**src/rtl/ifq_pkg.sv**
```systemverilog
// Shared definitions for the instruction-fetch queue: PC step, pointer
// width helper and the {pc, inst} queue entry layout.
package ifq_pkg;

  localparam int IFQ_PC_STEP = 4;
  localparam int IFQ_XLEN    = 32;

  // Layout of one buffered instruction; the data queue stores the same
  // {pc, inst} ordering as a flat vector so WIDTH can differ from IFQ_XLEN.
  typedef struct packed {
    logic [IFQ_XLEN-1:0] pc;
    logic [IFQ_XLEN-1:0] inst;
  } ifq_entry_t;

  function automatic int ifq_ptr_w(input int depth);
    return $clog2(depth);
  endfunction

endpackage

```
**src/rtl/sync_fifo.sv**
```systemverilog
// Small synchronous FIFO with flush and occupancy count. DEPTH must be a
// power of two so the pointers wrap naturally. The head is read straight
// from storage, so it is a registered value with no path from push_data.
module sync_fifo
  import ifq_pkg::*;
#(
  parameter int WIDTH = 8,
  parameter int DEPTH = 4
) (
  input  logic                      clk,
  input  logic                      rst,
  input  logic                      flush,
  input  logic                      push,
  input  logic [WIDTH-1:0]          push_data,
  input  logic                      pop,
  output logic [WIDTH-1:0]          head,
  output logic [ifq_ptr_w(DEPTH):0] count
);

  localparam int PW = ifq_ptr_w(DEPTH);

  logic [WIDTH-1:0] mem [DEPTH];
  logic [PW-1:0]    wr_ptr;
  logic [PW-1:0]    rd_ptr;

  // Storage, pointers and count; flush empties the FIFO without touching storage.
  always_ff @(posedge clk or negedge rst) begin
    if (!rst) begin
      wr_ptr <= '0;
      rd_ptr <= '0;
      count  <= '0;
      for (int i = 0; i < DEPTH; i++) mem[i] <= '0;
    end else if (flush) begin
      wr_ptr <= '0;
      rd_ptr <= '0;
      count  <= '0;
    end else begin
      if (push) begin
        mem[wr_ptr] <= push_data;
        wr_ptr      <= wr_ptr + 1'b1;
      end
      if (pop) rd_ptr <= rd_ptr + 1'b1;
      count <= count + (PW+1)'(push) - (PW+1)'(pop);
    end
  end

  assign head = mem[rd_ptr];

endmodule

```
**src/rtl/ifetch_queue.sv**
```systemverilog
// Instruction-fetch front end: issues sequential word fetches against a
// pipelined imem, tags each with its PC, and buffers returned instructions
// in order for decode. A redirect flushes everything and drops responses
// still in flight before fetching resumes at the new PC.
// Optional build macro IFQ_BYPASS_EN: a response arriving to an empty queue
// is forwarded combinationally to decode (zero-cycle latency).
module ifetch_queue
  import ifq_pkg::*;
#(
  parameter int               WIDTH    = 32,
  parameter int               DEPTH    = 4,
  parameter logic [WIDTH-1:0] RESET_PC = '0
) (
  input  logic             clk,
  input  logic             rst,
  output logic             req_valid,
  input  logic             req_ready,
  output logic [WIDTH-1:0] req_addr,
  input  logic             rsp_valid,
  input  logic [WIDTH-1:0] rsp_inst,
  output logic             inst_valid,
  output logic [WIDTH-1:0] inst,
  output logic [WIDTH-1:0] inst_pc,
  input  logic             inst_ready,
  input  logic             redirect,
  input  logic [WIDTH-1:0] redirect_pc
);

  localparam int PW = ifq_ptr_w(DEPTH);

  logic [WIDTH-1:0]   fetch_pc;
  logic [PW:0]        drop_cnt;
  logic [PW:0]        outstanding;
  logic [PW:0]        data_count;
  logic [PW:0]        drop_sum;
  logic [PW:0]        drop_redirect;
  logic [PW+1:0]      credit_used;
  logic [WIDTH-1:0]   tag_head;
  logic [2*WIDTH-1:0] data_head;
  logic               drop_idle;
  logic               accept;
  logic               rsp_take;
  logic               data_push;
  logic               data_pop;

  // The tag FIFO holds exactly one PC per request still owed by imem, so its
  // occupancy doubles as the outstanding-request counter.
  assign drop_idle   = (drop_cnt == '0);
  assign credit_used = {1'b0, outstanding} + {1'b0, data_count};
  assign req_valid   = rst && !redirect && drop_idle && (credit_used < (PW+2)'(DEPTH));
  assign req_addr    = fetch_pc;
  assign accept      = req_valid && req_ready;
  assign rsp_take    = rsp_valid && drop_idle && !redirect;
  assign data_pop    = (data_count != '0) && inst_ready && !redirect;

  // Every request not yet answered becomes a response to drop; a response
  // landing in the redirect cycle is already accounted for.
  assign drop_sum      = outstanding + drop_cnt;
  assign drop_redirect = drop_sum - (PW+1)'(rsp_valid && (drop_sum != '0));

`ifdef IFQ_BYPASS_EN
  logic bypass_hit;

  assign bypass_hit = (data_count == '0) && rsp_take;
  assign inst_valid = (data_count != '0) || bypass_hit;
  assign inst       = bypass_hit ? rsp_inst : data_head[WIDTH-1:0];
  assign inst_pc    = bypass_hit ? tag_head : data_head[2*WIDTH-1:WIDTH];
  assign data_push  = rsp_take && !(bypass_hit && inst_ready);
`else
  assign inst_valid = (data_count != '0);
  assign inst       = data_head[WIDTH-1:0];
  assign inst_pc    = data_head[2*WIDTH-1:WIDTH];
  assign data_push  = rsp_take;
`endif

  // Fetch PC: reload on redirect (word aligned), otherwise advance per accepted request.
  always_ff @(posedge clk or negedge rst) begin
    if (!rst) begin
      fetch_pc <= RESET_PC;
    end else if (redirect) begin
      fetch_pc <= {redirect_pc[WIDTH-1:2], 2'b00};
    end else if (accept) begin
      fetch_pc <= fetch_pc + WIDTH'(IFQ_PC_STEP);
    end
  end

  // Count of stale responses still to be discarded after a redirect.
  always_ff @(posedge clk or negedge rst) begin
    if (!rst) begin
      drop_cnt <= '0;
    end else if (redirect) begin
      drop_cnt <= drop_redirect;
    end else if (rsp_valid && !drop_idle) begin
      drop_cnt <= drop_cnt - 1'b1;
    end
  end

  sync_fifo #(
    .WIDTH (WIDTH),
    .DEPTH (DEPTH)
  ) u_tag_fifo (
    .clk       (clk),
    .rst       (rst),
    .flush     (redirect),
    .push      (accept),
    .push_data (fetch_pc),
    .pop       (rsp_take),
    .head      (tag_head),
    .count     (outstanding)
  );

  sync_fifo #(
    .WIDTH (2*WIDTH),
    .DEPTH (DEPTH)
  ) u_data_q (
    .clk       (clk),
    .rst       (rst),
    .flush     (redirect),
    .push      (data_push),
    .push_data ({tag_head, rsp_inst}),
    .pop       (data_pop),
    .head      (data_head),
    .count     (data_count)
  );

endmodule

```
**config.mk**
```make
export PLATFORM = sky130hd
export DESIGN_NAME = ifetch_queue
export DESIGN_NICKNAME = d
export VERILOG_FILES = /design/src/rtl/ifq_pkg.sv /design/src/rtl/sync_fifo.sv /design/src/rtl/ifetch_queue.sv
export SDC_FILE = /design/constraint.sdc
export NUM_CORES = 1
export LEC_CHECK = 0
export ABC_AREA = 1
export BUFFER_PORTS_ARGS = -buffer_cell sky130_fd_sc_hd__buf_2
export CORE_ASPECT_RATIO = 0.75
export CORE_MARGIN = 3
export CORE_UTILIZATION = 50
export DETAILED_ROUTE_END_ITERATION = 6
export PLACE_DENSITY_LB_ADDON = 0.15
export SKIP_LAST_GASP = 1
export SLEW_MARGIN = 25
export SYNTH_ARGS = -nofsm -noshare
export SYNTH_HDL_FRONTEND = slang
export SYNTH_HIERARCHICAL = 1
export SYNTH_SLANG_ARGS = --single-unit
```
**constraint.sdc**
```tcl
create_clock -name clk -period 2.7 [get_ports clk]
set_input_delay 0.405 -clock clk [delete_from_list [all_inputs] [get_ports clk]]
set_output_delay 0.405 -clock clk [all_outputs]
set_load 0.1 [all_outputs]
```
==> impl_metrics.csv, run 1 <==
group,metric,value,unit
layout,seq_area,10790,um^2
grt,grt.total_usage,0.2241,
synthesis,synth_top_area_cell,"dfrtp_1",
cts,max-clock-path-buffers,3,
timing,rsz0062_at_grt,"true",
critical_path,startpoint_type,"register",
placed_design,gp_congestion,0.8113,
synthesis,synth.ff_latch_count,431,
cts,cts.clk_slew.worst_paths,60,ps
floorplan,initial_core_util,0.5122,
timing,clock_skew,30.74,ps
route,drt-wirelength-per-cell,15.06,um
timing,setup_viol,0,
timing,fin_crit_sh,0.9685,
timing,slew_headroom,0.4305,
synthesis,synth.top_cell.area_share,0.5116,
power_and_ir_drop,p_leak,12.63,nW
cts,h-tree-depth,2,
cts,numCtsBuffers,44,
critical_path,crit_path_end_kind,"output pin",
timing,worstMarginPinSlew,849.1,ps
layout,drive_above_1_share,0.1169,
critical_path,worst-setup-path-type,"register to output pin",
floorplan,core_region_area,41160,um^2
floorplan,dieArea,44690,um^2
floorplan,pin_count,168,
worst_hold_path,hold_start,"redirect_pc[12]",
timing,final_hold_viol_count,0,
synthesis,netlist_area,21080,um^2
synthesis,synth.distinct_cells,34,
placed_design,place_area,23040,um^2
synthesis,yosysMostFrequentCell,"nand2_1",
floorplan,die_w,243.1,um
synthesis,synth_edf_count,0,
job,drv_cap,0,
synthesis,syn-mean-instance-area,8.099,um^2
cts,cts_tree,"built",
critical_path,r2r_slack,240,ps
synthesis,synthFlopType,"dfrtp_1",
placed_design,pre_cts_ws,199.6,ps
timing,max_clock_freq,382.4,MHz
route,ant_nets,0,
timing,setup_ws,85.09,ps
layout,final_area,24500,um^2
critical_path,cp_data_required_time,2300,ps
synthesis,synth_common_cells,"862 x nand2_1, 431 x dfrtp_1, 365 x inv_1",
status,outcome,"finished, final reports clean",
layout,fillers,3679,
layout,nets,2787,
placed_design,numPortBuffers,163,
synthesis,synthArstFlopShare,1.000,
cts,clkLatencyLatePin,550,ps
placed_design,dp_hpwl,30660,um
route,drt_iter0_markers,1236,
route,routed_wl,49420,um
layout,area_delta_synth_final,16.19,%
timing,period_minus_slack,2615,ps
layout,multiInputGateArea,8030,um^2
critical_path,startpoint,"u_data_q/rd_ptr[0]",
worst_hold_path,hold_path_class,"primary input to register",
floorplan,fp-row-count,64,
critical_path,path_max_fanout,96,
floorplan,die_y,183.8,um
route,via_count,16901,
cts,cts.sinks,431,
critical_path,arrival,2210,ps
cts,cts_root_buffer,"clkbuf_16",
layout,insertedDiodeCount,0,
grt,grt_pass1_vias,16471,
power_and_ir_drop,power_density,1013,nW/um^2
synthesis,ys_seq_area_frac,0.5116,
route,vias_per_cell,5.150,
synthesis,yosys_warnings,6,
power_and_ir_drop,vdd_ir_drop_max,0.9594,mV
synthesis,syn_inst,2603,
route,drcViolationCount,0,
synthesis,synthTopCellsByArea,"dfrtp_1 51%, nand2_1 15%, o211ai_1 6.8%",
timing,slew_viol_final,0,
grt,grt_max_degree,184,
critical_path,rr_startpoint,"drop_cnt[0]",
grt,grt_pass1_wl,83050,um
route,firstDrtPassIters,4,
grt,overflow,0,
grt,antenna_found_initial,0,
final cells by class:
cell class | count | share of cell area
sequential | 431 | 0.4403
tap | 561 | 0.02865
inverter | 370 | 0.05700
multi-input combinational | 1648 | 0.3278
clock buffer | 66 | 0.05333
clock inverter | 7 | 0.003933
timing repair buffer | 199 | 0.08893
report_power, final:
part / leakage [nW] / switching [mW] / total, mW / internal (mW)
Sequential: 5.89 / 0.522 / 7.75 / 7.23
Clock: 0.689 / 2.44 / 5.95 / 3.51
Combinational: 6.05 / 7.78 / 11.1 / 3.32
Total: 12.6 / 10.7 / 24.8 / 14.1
metrics by stage:
stage               power, mW    util  hold WS [ps]  std cells  setup TNS [ps]
floorplan               15.34       -         109.4       2606               0
global placement        18.82  0.5598         250.2       3207               0
detailed placement      18.98  0.5598         245.9       3207               0
CTS                     25.02  0.5941         46.25       3281               0
global route            26.09  0.5951         65.14       3282          -173.9
finish                  24.80  0.5951         71.90       3282               0
per-layer routing:
layer | track usage | vias up | wire [um]
met1 | 0.3122 | 8058 | 22680
met4 | 0.05278 | 0 | 959
met2 | 0.3774 | 307 | 23810
met3 | 0.02945 | 68 | 1976
li1 | - | 8468 | -
met5 | 0 | - | 0
logic make-up after synthesis:
group / count (synthesis) / synth area share
AND/OR/NAND/NOR: 1012 / 0.1888
adder cells (fa/ha/maj): 23 / 0.01472
buffers and inverters: 527 / 0.1095
other: 1 / 0.0001779
XOR/XNOR: 7 / 0.002908
flip-flops: 431 / 0.5116
AO/OA/AOI/OAI: 602 / 0.1723
critical path, stage by stage, from the launching register on:
cell      delay, ps
dfrtp_1         430
inv_6           240
buf_16          310
nand2_1          90
o211ai_1        100
nand2_1         200
buf_12          220
what timing repair did:
item,in CTS,in global routing
hold endpoints to repair,14,0
gates resized for setup,0,4
buffers inserted,0,0
hold buffers,1,0
endpoints found under the setup margin,0,28
layout by cell type (no fill, tap or decap), types with 3 or more instances in the layout:
cell type,count
a21oi_1,5
buf_12,71
buf_2,103
buf_4,18
clkbuf_1,12
clkbuf_16,46
clkbuf_8,8
clkinv_2,6
conb_1,4
dfrtp_1,430
fa_1,3
ha_1,20
inv_1,362
inv_2,4
nand2_1,858
nand2_2,3
nand2_4,8
nand3_1,79
nor2_1,53
nor2_2,3
nor2_4,3
o211ai_1,192
o21ai_0,266
o21ai_1,99
o21ai_2,32
o21bai_1,8
xnor2_1,4
xor2_1,3
flip-flops by register name (all words and copies together), names as in the netlist:
| signal | count |
|---|---|
| u_tag_fifo/rd_ptr | 2 |
| u_tag_fifo/wr_ptr | 2 |
| req_addr | 30 |
| u_data_q/mem | 256 |
| u_tag_fifo/mem | 128 |
| drop_cnt | 3 |
| u_tag_fifo/count | 3 |
| u_data_q/rd_ptr | 2 |
| u_data_q/wr_ptr | 2 |
| u_data_q/count | 3 |
worst paths after layout:
| kind | cells after the start | to |
|---|---|---|
| min | 3 | req_addr[12] |
| min in group asynchronous | 2 | u_data_q/mem[239] |
| max | 6 | inst_pc[11] |
| max in group asynchronous | 4 | u_tag_fifo/mem[71] |
| min reg2reg | 2 | u_tag_fifo/mem[113] |
| max reg2reg | 10 | u_data_q/mem[66] |
No activity file was read; power rests on OpenSTA's default activity.
==> run 2: changes to the inputs <==
- SETUP_SLACK_MARGIN: default -> 0.4
==> run 2 against run 1 <==
  * Non-clock buffer count rose by 44
  * Die area unchanged
  * Clock power increased by 7.7%
  * Register-to-register slack gained 310 ps
  * Final cell count increased by 1.7%
  * Sequential share of layout area shrank 1.8 points
  * Critical endpoint is now inst_pc[14]
  * Highest routed layer unchanged
==> impl_metrics.csv, run 2 (synthesized netlist as in run 1, its figures left out) <==
group,metric,value,unit
status,outcome,"finished, final reports clean",
critical_path,crit_path_frequent_cell,"buf_12",
route,routed_wl,54490,um
power_and_ir_drop,power,25.84,mW
floorplan,dieArea,44690,um^2
layout,final_common_cell,"nand2_1",
critical_path,rr_startpoint,"u_data_q/count[1]",
grt,grt.total_usage,0.2337,
timing,worstMarginPinSlew,918.7,ps
timing,fin_crit_sh,0.8612,
route,vias_per_cell,5.270,
power_and_ir_drop,p_leak,13.12,nW
route,met1_length,24650,um
layout,layout_common_cells,"850 x nand2_1, 427 x dfrtp_1, 358 x inv_1",
placed_design,dp_hpwl,30720,um
critical_path,crit_end,"inst_pc[14]",
critical_path,r2r_cells,13,
timing,rsz0062_at_grt,"true",
layout,area_delta_synth_final,21.10,%
critical_path,cp_data_required_time,2300,ps
route,via_count,17592,
critical_path,worstReg2RegEnd,"u_tag_fifo/mem[33]",
timing,period_minus_slack,2325,ps
timing,max_clock_freq,430.1,MHz
layout,drive_above_1_share,0.1423,
grt,grt_max_degree,153,
grt,grt_pass1_vias,16804,
power_and_ir_drop,vdd_ir_drop_max,1.033,mV
floorplan,die_y,183.8,um
floorplan,core_region_area,41160,um^2
floorplan,pin_count,168,
layout,fin_util,0.6203,
floorplan,die_w,243.1,um
layout,largest_reg_flops,256,
layout,nets,2836,
cts,max-clock-path-buffers,3,
worst_hold_path,hold_path_class,"primary input to register",
timing,setup_viol,0,
cts,numCtsBuffers,44,
route,firstDrtPassIters,5,
grt,grt_pass1_wl,85990,um
critical_path,worst-setup-path-type,"register to output pin",
route,drcViolationCount,0,
critical_path,crit_path_cell_trace,"buf_12 > clkinv_16 > buf_16 > o211ai_1 > nand2_2 > buf_12",
layout,top_register,"u_data_q/mem",
grt,antenna_found_initial,1,
critical_path,r2r_slack,550,ps
route,topRoutingLayerUsed,"met4",
timing,setup_total_negative_slack,0,ps
critical_path,startpoint_type,"register",
critical_path,path_max_fanout,18,
critical_path,startpoint,"u_data_q/rd_ptr[0]",
route,drt-wirelength-per-cell,16.33,um
critical_path,critical_path.max_stage_delay,390,ps
route,drt_iter0_markers,1585,
critical_path,path_delay_family,"buffers and inverters",
critical_path,crit_buf_inv,4,
timing,slew_headroom,0.3875,
critical_path,crit_slowest_cell,"dfrtp_2",
floorplan,fp-row-count,64,
timing,whs,70.26,ps
route,dr_wl_met3,2869,um
grt,overflow,0,
cts,cts_root_buffer,"clkbuf_16",
critical_path,arrival,1920,ps
cts,h-tree-depth,2,
placed_design,numPortBuffers,163,
power_and_ir_drop,power_density,1012,nW/um^2
timing,slew_viol_final,0,
cts,cts_tree,"built",
critical_path,crit_path_end_kind,"output pin",
cts,cts.sinks,431,
route,route.met2.wl,25970,um
timing,clock_skew,11.94,ps
floorplan,initial_core_util,0.5122,
timing,final_hold_viol_count,0,
critical_path,cp.depth,6,
route,ant_nets,0,
placed_design,gp_congestion,0.8298,
cts,cts.clk_slew.worst_paths,70,ps
cts,clkLatencyLatePin,550,ps
job,drv_cap,0,
-- run 2: changes by cell type in the layout (fill, tap and decap cells not counted), sizes merged --
cell / before / now
clkinv: 8 / 11
diode: 0 / 1
clkbuf: 68 / 70
clkinvlp: 0 / 2
buf: 196 / 234
bufinv: 2 / 6
inv: 367 / 373
-- run 2: worst min-delay path by stage --
stage,start,end,cells past startpoint
floorplan,rst,drop_cnt[0],0
global placement,rst,u_tag_fifo/mem[125],1
global route,redirect_pc[17],req_addr[17],3
detailed placement,rst,u_tag_fifo/mem[62],1
CTS,redirect_pc[14],req_addr[14],3
finish,redirect_pc[14],req_addr[14],3
-- run 2: cell type report --
cell class,count,area [um^2]
Timing Repair Buffer,243,2954
Clock buffer,62,1270
Sequential cell,431,10790
Inverter,370,1425
Timing Repair inverter,5,66.31
Fill cell,3553,15630
Multi-Input combinational cell,1648,8070
Antenna cell,1,2.502
Clock inverter,17,251.5
Tap cell,561,701.9
-- run 2: timing repair --
item,in CTS,in global routing
endpoints found under the setup margin,137,351
cloned,9,10
hold buffers,1,0
hold endpoints to repair,11,0
buffers inserted,11,12
resized for setup,61,48
pin swaps,9,30
-- run 2: layer usage --
layer	vias up	GRT usage
met5	-	0
li1	8581	-
met1	8450	0.3203
met2	486	0.3936
met4	0	0.06377
met3	75	0.03353
-- run 2: through the flow --
step | instances | setup slack [ps] | cell area [um^2]
global placement | 3215 | 420.0 | 23030
finish | 3338 | 374.7 | 25530
global route | 3338 | 294.7 | 25530
floorplan | 2606 | 436.2 | 21100
detailed placement | 3215 | 367.2 | 23030
CTS | 3315 | 346.7 | 25020
-- run 2: worst reg2reg max path, stage by stage (launching register included) --
cell     delay (ps)
dfrtp_2         440
ha_1            280
inv_1            40
nor2_1          150
nor2_2           70
nand3_2          90
inv_2            60
inv_1           100
nor2_4           60
buf_12          150
nand2_4          60
buf_8           310
nand2_1         130
o21ai_1         110
-- run 2: where the power goes --
part / switching, mW / leakage [nW] / internal, mW / total (mW)
Clock: 2.55 / 0.744 / 3.86 / 6.41
Sequential: 0.527 / 5.89 / 7.23 / 7.75
Combinational: 8.01 / 6.48 / 3.67 / 11.7
